===== src/rtl/mult_arbiter_if.sv =====
// Bus bundle between two requesters, the arbiter and the shared 16x16 multiplier.
// The slave view belongs to the arbiter; the master view belongs to whoever drives requests and models the multiplier.
interface mult_arbiter_if;
    logic [1:0]  req;
    logic [15:0] a_0;
    logic [15:0] b_0;
    logic [15:0] a_1;
    logic [15:0] b_1;
    logic [1:0]  gnt;
    logic [1:0]  done;
    logic [1:0]  err;
    logic [31:0] result;
    logic        m_din_rdy;
    logic [7:0]  m_din_1;
    logic [7:0]  m_din_2;
    logic [7:0]  m_din_3;
    logic [7:0]  m_din_4;
    logic        m_dout_rdy;
    logic [7:0]  m_dout_1;
    logic [7:0]  m_dout_2;
    logic [7:0]  m_dout_3;
    logic [7:0]  m_dout_4;

    modport slave (
        input  req, a_0, b_0, a_1, b_1,
        input  m_dout_rdy, m_dout_1, m_dout_2, m_dout_3, m_dout_4,
        output gnt, done, err, result,
        output m_din_rdy, m_din_1, m_din_2, m_din_3, m_din_4
    );

    modport master (
        output req, a_0, b_0, a_1, b_1,
        output m_dout_rdy, m_dout_1, m_dout_2, m_dout_3, m_dout_4,
        input  gnt, done, err, result,
        input  m_din_rdy, m_din_1, m_din_2, m_din_3, m_din_4
    );
endinterface


===== src/rtl/mult_arbiter.sv =====
// Round-robin arbiter sharing one external multiplier between two requesters,
// with a per-transaction WAIT timeout. All outputs are registered.
module mult_arbiter #(
    parameter int unsigned TIMEOUT = 255
) (
    input  logic          clk,
    input  logic          rst,
    mult_arbiter_if.slave bus
);

    typedef enum logic [1:0] {
        ST_IDLE  = 2'd0,
        ST_ISSUE = 2'd1,
        ST_WAIT  = 2'd2,
        ST_DONE  = 2'd3
    } state_t;

    localparam logic [16:0] TIMEOUT_W = 17'(TIMEOUT);

    state_t      state_r;
    logic [1:0]  gnt_r;
    logic [1:0]  done_r;
    logic [1:0]  err_r;
    logic [31:0] result_r;
    logic        din_rdy_r;
    logic [31:0] opnd_r;
    logic [15:0] cnt_r;
    logic        prio_r;

    logic        any_s;
    logic        sel_s;
    logic [16:0] cnt_next_s;
    logic        tmo_hit_s;

    // Pick the requester to serve next; prio_r breaks ties and names the one not served last.
    always_comb begin
        any_s      = 1'b0;
        sel_s      = 1'b0;
        cnt_next_s = {1'b0, cnt_r} + 17'd1;
        tmo_hit_s  = (cnt_next_s == TIMEOUT_W);
        case (bus.req)
            2'b01:   begin any_s = 1'b1; sel_s = 1'b0;   end
            2'b10:   begin any_s = 1'b1; sel_s = 1'b1;   end
            2'b11:   begin any_s = 1'b1; sel_s = prio_r; end
            default: begin any_s = 1'b0; sel_s = 1'b0;   end
        endcase
    end

    // Transaction state machine with all outputs registered.
    always_ff @(posedge clk) begin
        if (rst) begin
            state_r   <= ST_IDLE;
            gnt_r     <= 2'b00;
            done_r    <= 2'b00;
            err_r     <= 2'b00;
            result_r  <= 32'd0;
            din_rdy_r <= 1'b0;
            opnd_r    <= 32'd0;
            cnt_r     <= 16'd0;
            prio_r    <= 1'b0;
        end else begin
            done_r <= 2'b00;
            err_r  <= 2'b00;
            case (state_r)
                ST_IDLE: begin
                    if (any_s) begin
                        gnt_r     <= sel_s ? 2'b10 : 2'b01;
                        opnd_r    <= sel_s ? {bus.a_1, bus.b_1} : {bus.a_0, bus.b_0};
                        din_rdy_r <= 1'b1;
                        state_r   <= ST_ISSUE;
                    end else begin
                        gnt_r     <= 2'b00;
                        din_rdy_r <= 1'b0;
                        state_r   <= ST_IDLE;
                    end
                end
                ST_ISSUE: begin
                    din_rdy_r <= 1'b0;
                    cnt_r     <= 16'd0;
                    state_r   <= ST_WAIT;
                end
                ST_WAIT: begin
                    // Completion is checked first so a result arriving on the last allowed cycle still wins.
                    if (bus.m_dout_rdy) begin
                        result_r <= {bus.m_dout_1, bus.m_dout_2, bus.m_dout_3, bus.m_dout_4};
                        done_r   <= gnt_r;
                        prio_r   <= ~gnt_r[1];
                        opnd_r   <= 32'd0;
                        state_r  <= ST_DONE;
                    end else if (tmo_hit_s) begin
                        err_r    <= gnt_r;
                        gnt_r    <= 2'b00;
                        prio_r   <= ~gnt_r[1];
                        opnd_r   <= 32'd0;
                        state_r  <= ST_IDLE;
                    end else begin
                        cnt_r    <= cnt_next_s[15:0];
                        state_r  <= ST_WAIT;
                    end
                end
                ST_DONE: begin
                    gnt_r   <= 2'b00;
                    state_r <= ST_IDLE;
                end
                default: begin
                    gnt_r     <= 2'b00;
                    din_rdy_r <= 1'b0;
                    opnd_r    <= 32'd0;
                    state_r   <= ST_IDLE;
                end
            endcase
        end
    end

    assign bus.gnt       = gnt_r;
    assign bus.done      = done_r;
    assign bus.err       = err_r;
    assign bus.result    = result_r;
    assign bus.m_din_rdy = din_rdy_r;
    assign bus.m_din_1   = opnd_r[31:24];
    assign bus.m_din_2   = opnd_r[23:16];
    assign bus.m_din_3   = opnd_r[15:8];
    assign bus.m_din_4   = opnd_r[7:0];

endmodule


===== src/flat_wrapper.sv =====
// flat-port wrapper written by rule: the top's interface ports become plain ports
module mult_arbiter_flat 
#(
    parameter int unsigned TIMEOUT = 255
)
  (clk, rst, bus_req, bus_a_0, bus_b_0, bus_a_1, bus_b_1, bus_m_dout_rdy, bus_m_dout_1, bus_m_dout_2, bus_m_dout_3, bus_m_dout_4, bus_gnt, bus_done, bus_err, bus_result, bus_m_din_rdy, bus_m_din_1, bus_m_din_2, bus_m_din_3, bus_m_din_4);
  mult_arbiter_if bus_i ();
  input  logic clk;
  input  logic rst;
  input wire logic [$bits(bus_i.req)-1:0] bus_req;
  input wire logic [$bits(bus_i.a_0)-1:0] bus_a_0;
  input wire logic [$bits(bus_i.b_0)-1:0] bus_b_0;
  input wire logic [$bits(bus_i.a_1)-1:0] bus_a_1;
  input wire logic [$bits(bus_i.b_1)-1:0] bus_b_1;
  input wire logic [$bits(bus_i.m_dout_rdy)-1:0] bus_m_dout_rdy;
  input wire logic [$bits(bus_i.m_dout_1)-1:0] bus_m_dout_1;
  input wire logic [$bits(bus_i.m_dout_2)-1:0] bus_m_dout_2;
  input wire logic [$bits(bus_i.m_dout_3)-1:0] bus_m_dout_3;
  input wire logic [$bits(bus_i.m_dout_4)-1:0] bus_m_dout_4;
  output wire logic [$bits(bus_i.gnt)-1:0] bus_gnt;
  output wire logic [$bits(bus_i.done)-1:0] bus_done;
  output wire logic [$bits(bus_i.err)-1:0] bus_err;
  output wire logic [$bits(bus_i.result)-1:0] bus_result;
  output wire logic [$bits(bus_i.m_din_rdy)-1:0] bus_m_din_rdy;
  output wire logic [$bits(bus_i.m_din_1)-1:0] bus_m_din_1;
  output wire logic [$bits(bus_i.m_din_2)-1:0] bus_m_din_2;
  output wire logic [$bits(bus_i.m_din_3)-1:0] bus_m_din_3;
  output wire logic [$bits(bus_i.m_din_4)-1:0] bus_m_din_4;
  assign bus_i.req = bus_req;
  assign bus_i.a_0 = bus_a_0;
  assign bus_i.b_0 = bus_b_0;
  assign bus_i.a_1 = bus_a_1;
  assign bus_i.b_1 = bus_b_1;
  assign bus_i.m_dout_rdy = bus_m_dout_rdy;
  assign bus_i.m_dout_1 = bus_m_dout_1;
  assign bus_i.m_dout_2 = bus_m_dout_2;
  assign bus_i.m_dout_3 = bus_m_dout_3;
  assign bus_i.m_dout_4 = bus_m_dout_4;
  assign bus_gnt = bus_i.gnt;
  assign bus_done = bus_i.done;
  assign bus_err = bus_i.err;
  assign bus_result = bus_i.result;
  assign bus_m_din_rdy = bus_i.m_din_rdy;
  assign bus_m_din_1 = bus_i.m_din_1;
  assign bus_m_din_2 = bus_i.m_din_2;
  assign bus_m_din_3 = bus_i.m_din_3;
  assign bus_m_din_4 = bus_i.m_din_4;
  mult_arbiter #(.TIMEOUT(TIMEOUT)) u_core (.clk(clk), .rst(rst), .bus(bus_i));
endmodule

===== config.mk =====
export PLATFORM = sky130hd
export DESIGN_NAME = mult_arbiter_flat
export DESIGN_NICKNAME = d
export VERILOG_FILES = /design/src/rtl/mult_arbiter_if.sv /design/src/rtl/mult_arbiter.sv /design/src/flat_wrapper.sv
export SDC_FILE = /design/constraint.sdc
export NUM_CORES = 1
export LEC_CHECK = 0
export CAP_MARGIN = 15
export CORE_ASPECT_RATIO = 0.5
export CORE_MARGIN = 1
export CORE_UTILIZATION = 35
export DETAILED_ROUTE_END_ITERATION = 6
export PLACE_DENSITY = 0.74
export SYNTH_ARGS = -nofsm -noshare
export SYNTH_HDL_FRONTEND = slang
export SYNTH_SLANG_ARGS = --single-unit

===== constraint.sdc =====
create_clock -name clk -period 3.3 [get_ports clk]
set_input_delay 0.66 -clock clk [delete_from_list [all_inputs] [get_ports clk]]
set_output_delay 0.66 -clock clk [all_outputs]
set_load 0.005 [all_outputs]

==> impl_summary.txt <==
----------------------------------------------------
[Status]
  Run status ... finished clean

[CTS]
  Maximum clock path buffer count ... 2
  Clk sinks ... 90
  Post-CTS Resized ... 0
  Setup Buffers After CTS ... 0
  Clock transition time at the flip-flop clock pins of the worst setup and hold paths ... ~0.070 ns
  Hold-fix buffers at CTS ... 0
  Clock root buffer ... sky130_fd_sc_hd__clkbuf_16
  H-tree depth ... 3
  TritonCTS buffer count ... 9
  Clock insertion delay at the later pin of the skew report ... approximately 0.34 ns
  TritonCTS clock tree ... yes

[GRT]
  Wire length of the first global-routing pass ... between 15 and 20 mm
  Gr usage total ... 0.189
  Vias in the first global route ... 3609
  Overflow left after global routing ... 0
  Pin count of the biggest net entering global routing ... 36
  Initial antenna violation count ... 0

[Setup path]
  Critical path class ... flip-flop to flip-flop
  CP startpoint kind ... flip-flop
  Critical Path End Type ... flip-flop
  Data required time of the critical path ... 3.51 ns
  Crit Path Max Fanout ... 32
  Arrival time of data at the critical path endpoint ... 3.07 ns
  Depth of the worst register-to-register path ... 9

[Die]
  Ports placed on the boundary ... 172
  Total number of placement rows ... 27
  Die Ht ... 78.3 um
  Die width ... between 150 and 200 um
  Placeable core area ... 11100 um2
  Starting density of the core ... 0.366
  Total die area ... 12100 um2

[Finish]
  Post-route insts no fill ... 761
  Nets@finish ... 719
  Sequential standard cell area ... 1800 um2
  N_diodes ... 0
  Area of the multi-input gates ... around 2100 um2
  Area overhead of the layout relative to synthesis ... 52.7%
  Number of fillers in the final layout ... 1005
  Layout cells sized above 1 ... 0.0633

[Logic synthesis]
  Unique cell type count in the Yosys netlist ... 52
  Dominant register cell in the synthesized netlist ... sky130_fd_sc_hd__dfxtp_1
  Nets in the synthesized netlist ... 561
  Area of the mapped netlist ... about 4000 um2
  Synthesized area divided by synthesized cell count ... ~9 um2
  Most instantiated library cell after synthesis ... sky130_fd_sc_hd__dfxtp_1
  Portion of synthesized cell area occupied by the leading cell type ... 0.442
  Number of synthesized register bits ... 90
  Synthesized instance count ... around 450
  Share of async-settable or async-resettable flops after synthesis ... 0
  Sequential-to-total area share from yosys stat ... 0.442
  Number of enable flip-flop cells after synthesis ... 0
  Synth area leaders ... sky130_fd_sc_hd__dfxtp_1, sky130_fd_sc_hd__mux2i_1, sky130_fd_sc_hd__o2bb2ai_1
  Biggest area consumer among synthesized cells ... sky130_fd_sc_hd__dfxtp_1
  Commonest cells in the synthesized netlist ... sky130_fd_sc_hd__dfxtp_1, sky130_fd_sc_hd__nand2_1, sky130_fd_sc_hd__a21oi_1
  Synth warn ... 0

[Pwr]
  Switching power ... 0.669 mW
  Design internal power ... between 2 and 2.5 mW
  Register share of total power ... 0.431
  Power per standard cell area ... 446 nW/um2
  Switching share of total power ... 0.241
  Overall power after layout ... around 2.8 mW
  Combinational power share ... 0.172
  Leakage power of the design ... 2.37 nW
  Max IR drop VDD ... between 0.2 and 0.25 mV
  Clock share of power ... 0.397

[Placement]
  HPWL Detailed ... 8.23 mm
  Total placed cells including tap cells ... approximately 750
  Minimum setup slack after placement ... 0.453 ns
  GPL Wtd Cong ... 0.828
  Number of port buffers ... 171

[Route]
  Post-DRT Antenna Nets ... 0
  Remaining routing DRC violations ... 0
  Via total after detailed routing ... between 3000 and 4000
  Final routed wire length divided by cell count ... 15.0 um
  Routed vias/inst ... 5.04
  Count of TritonRoute iterations in the first routing pass ... 4
  Detailed router's first-iteration violation count ... 268
  Aggregate routed wire length ... 11.4 mm

[STA]
  Transition time at the pin with the least slew margin ... approximately 0.53 ns
  Worst setup slack after layout ... 0.440 ns
  Final clock skew ... between 0.007 and 0.008 ns
  Unrepaired setup endpoints after global routing ... false
  Setup total negative slack ... 0 ns
  Worst relative slew slack ... 0.648
  Number of endpoints failing setup at the final stage ... 0
  Final max-slew violation count ... 0
  Worst hold slack ... 0.455 ns
  Final critical delay including setup and external delays ... 2.86 ns
  Upper clock frequency limit ... ~0.35 GHz
  Final-report hold violation count ... 0
  Final Cycle Share ... 0.867

[Min path]
  Count of cells along the worst hold path ... 2
  Tightest Hold Check Type ... flip-flop to flip-flop

[Flow run]
  MaxCap Viol Count ... 0

----------------------------------------------------
[worst paths after layout]
| check | start | endpoint | slack [ns] |
|---|---|---|---|
| setup / recovery | u_core.cnt_r[1] | u_core.opnd_r[0] | 0.44 |
| hold / removal | u_core.bus.result[11] | u_core.bus.result[11] | 0.45 |
| setup reg to reg | u_core.cnt_r[1] | u_core.opnd_r[0] | 0.44 |
| hold reg to reg | u_core.bus.result[11] | u_core.bus.result[11] | 0.45 |
[state kept, by name (all words and copies together) (netlist names)]
name and flops:
u_core.prio_r 1, u_core.bus.m_din_rdy 1, u_core.bus.err 2, u_core.bus.done 2
u_core.bus.result 32, u_core.cnt_r 16, u_core.opnd_r 32, u_core.bus.gnt 2
u_core.state_r 2
[cells in the final DEF, fill, tap and decap left out, types with 9 or more instances in the layout]
master                            count
sky130_fd_sc_hd__nor3_1               9
sky130_fd_sc_hd__clkdlybuf4s50_1    171
sky130_fd_sc_hd__mux2i_1             37
sky130_fd_sc_hd__dfxtp_1             90
sky130_fd_sc_hd__o21ai_0              9
sky130_fd_sc_hd__a21oi_1             45
sky130_fd_sc_hd__o2bb2ai_1           34
sky130_fd_sc_hd__nor2_1              20
sky130_fd_sc_hd__nand2_1             79
sky130_fd_sc_hd__clkbuf_16            9
[cell type report]
cell class              instances  share of cell area
clock inverters                 6              0.0145
repair buffers                179               0.287
multi-input cells             323               0.339
clock buffers                  10              0.0368
well taps                     145              0.0292
inverters                       8             0.00483
flip-flops and latches         90               0.290
[worst max-delay path: stages, from the launching register on]
cell and delay [ns]:
sky130_fd_sc_hd__dfxtp_1 0.47, sky130_fd_sc_hd__ha_1 0.32, sky130_fd_sc_hd__nand4_1 0.19, sky130_fd_sc_hd__nor4_4 0.38, sky130_fd_sc_hd__o2111ai_1 0.19, sky130_fd_sc_hd__a211oi_1 0.38
sky130_fd_sc_hd__a21o_1 0.29, sky130_fd_sc_hd__a21oi_2 0.07, sky130_fd_sc_hd__buf_4 0.24, sky130_fd_sc_hd__o2bb2ai_1 0.17
[through the flow]
step                      area [um2]  utilization
final                           6220        0.558
after detailed placement        5900        0.530
after floorplan                 4080            -
after CTS                       6220        0.558
after global routing            6220        0.558
after global placement          5900        0.530
[power by group through the flow]
stage | clock [mW] | combinational [mW] | sequential, mW
floorplan | 0 | 0.182 | 1.22
global route | 1.19 | 0.518 | 1.20
detailed placement | 0 | 0.480 | 1.22
CTS | 1.13 | 0.482 | 1.20
global placement | 0 | 0.472 | 1.22
finish | 1.10 | 0.477 | 1.20
[cell families after synthesis]
family                     Yosys count  synth area share
and+or+nand+nor                    159             0.196
AOI/OAI and AO/OA                  116             0.196
DFF                                 90             0.442
buffers and inverters               40            0.0454
muxes                               37            0.0909
adders and majority gates            7            0.0215
xor gates and xnor gates             4           0.00860
[routing by layer]
layer | track usage | routed length [um]
met5 | 0 | 0
met4 | 0.0505 | 173
met3 | 0.0580 | 801
met2 | 0.310 | 5410
met1 | 0.242 | 5020
No activity file was read; power rests on OpenSTA's default activity.
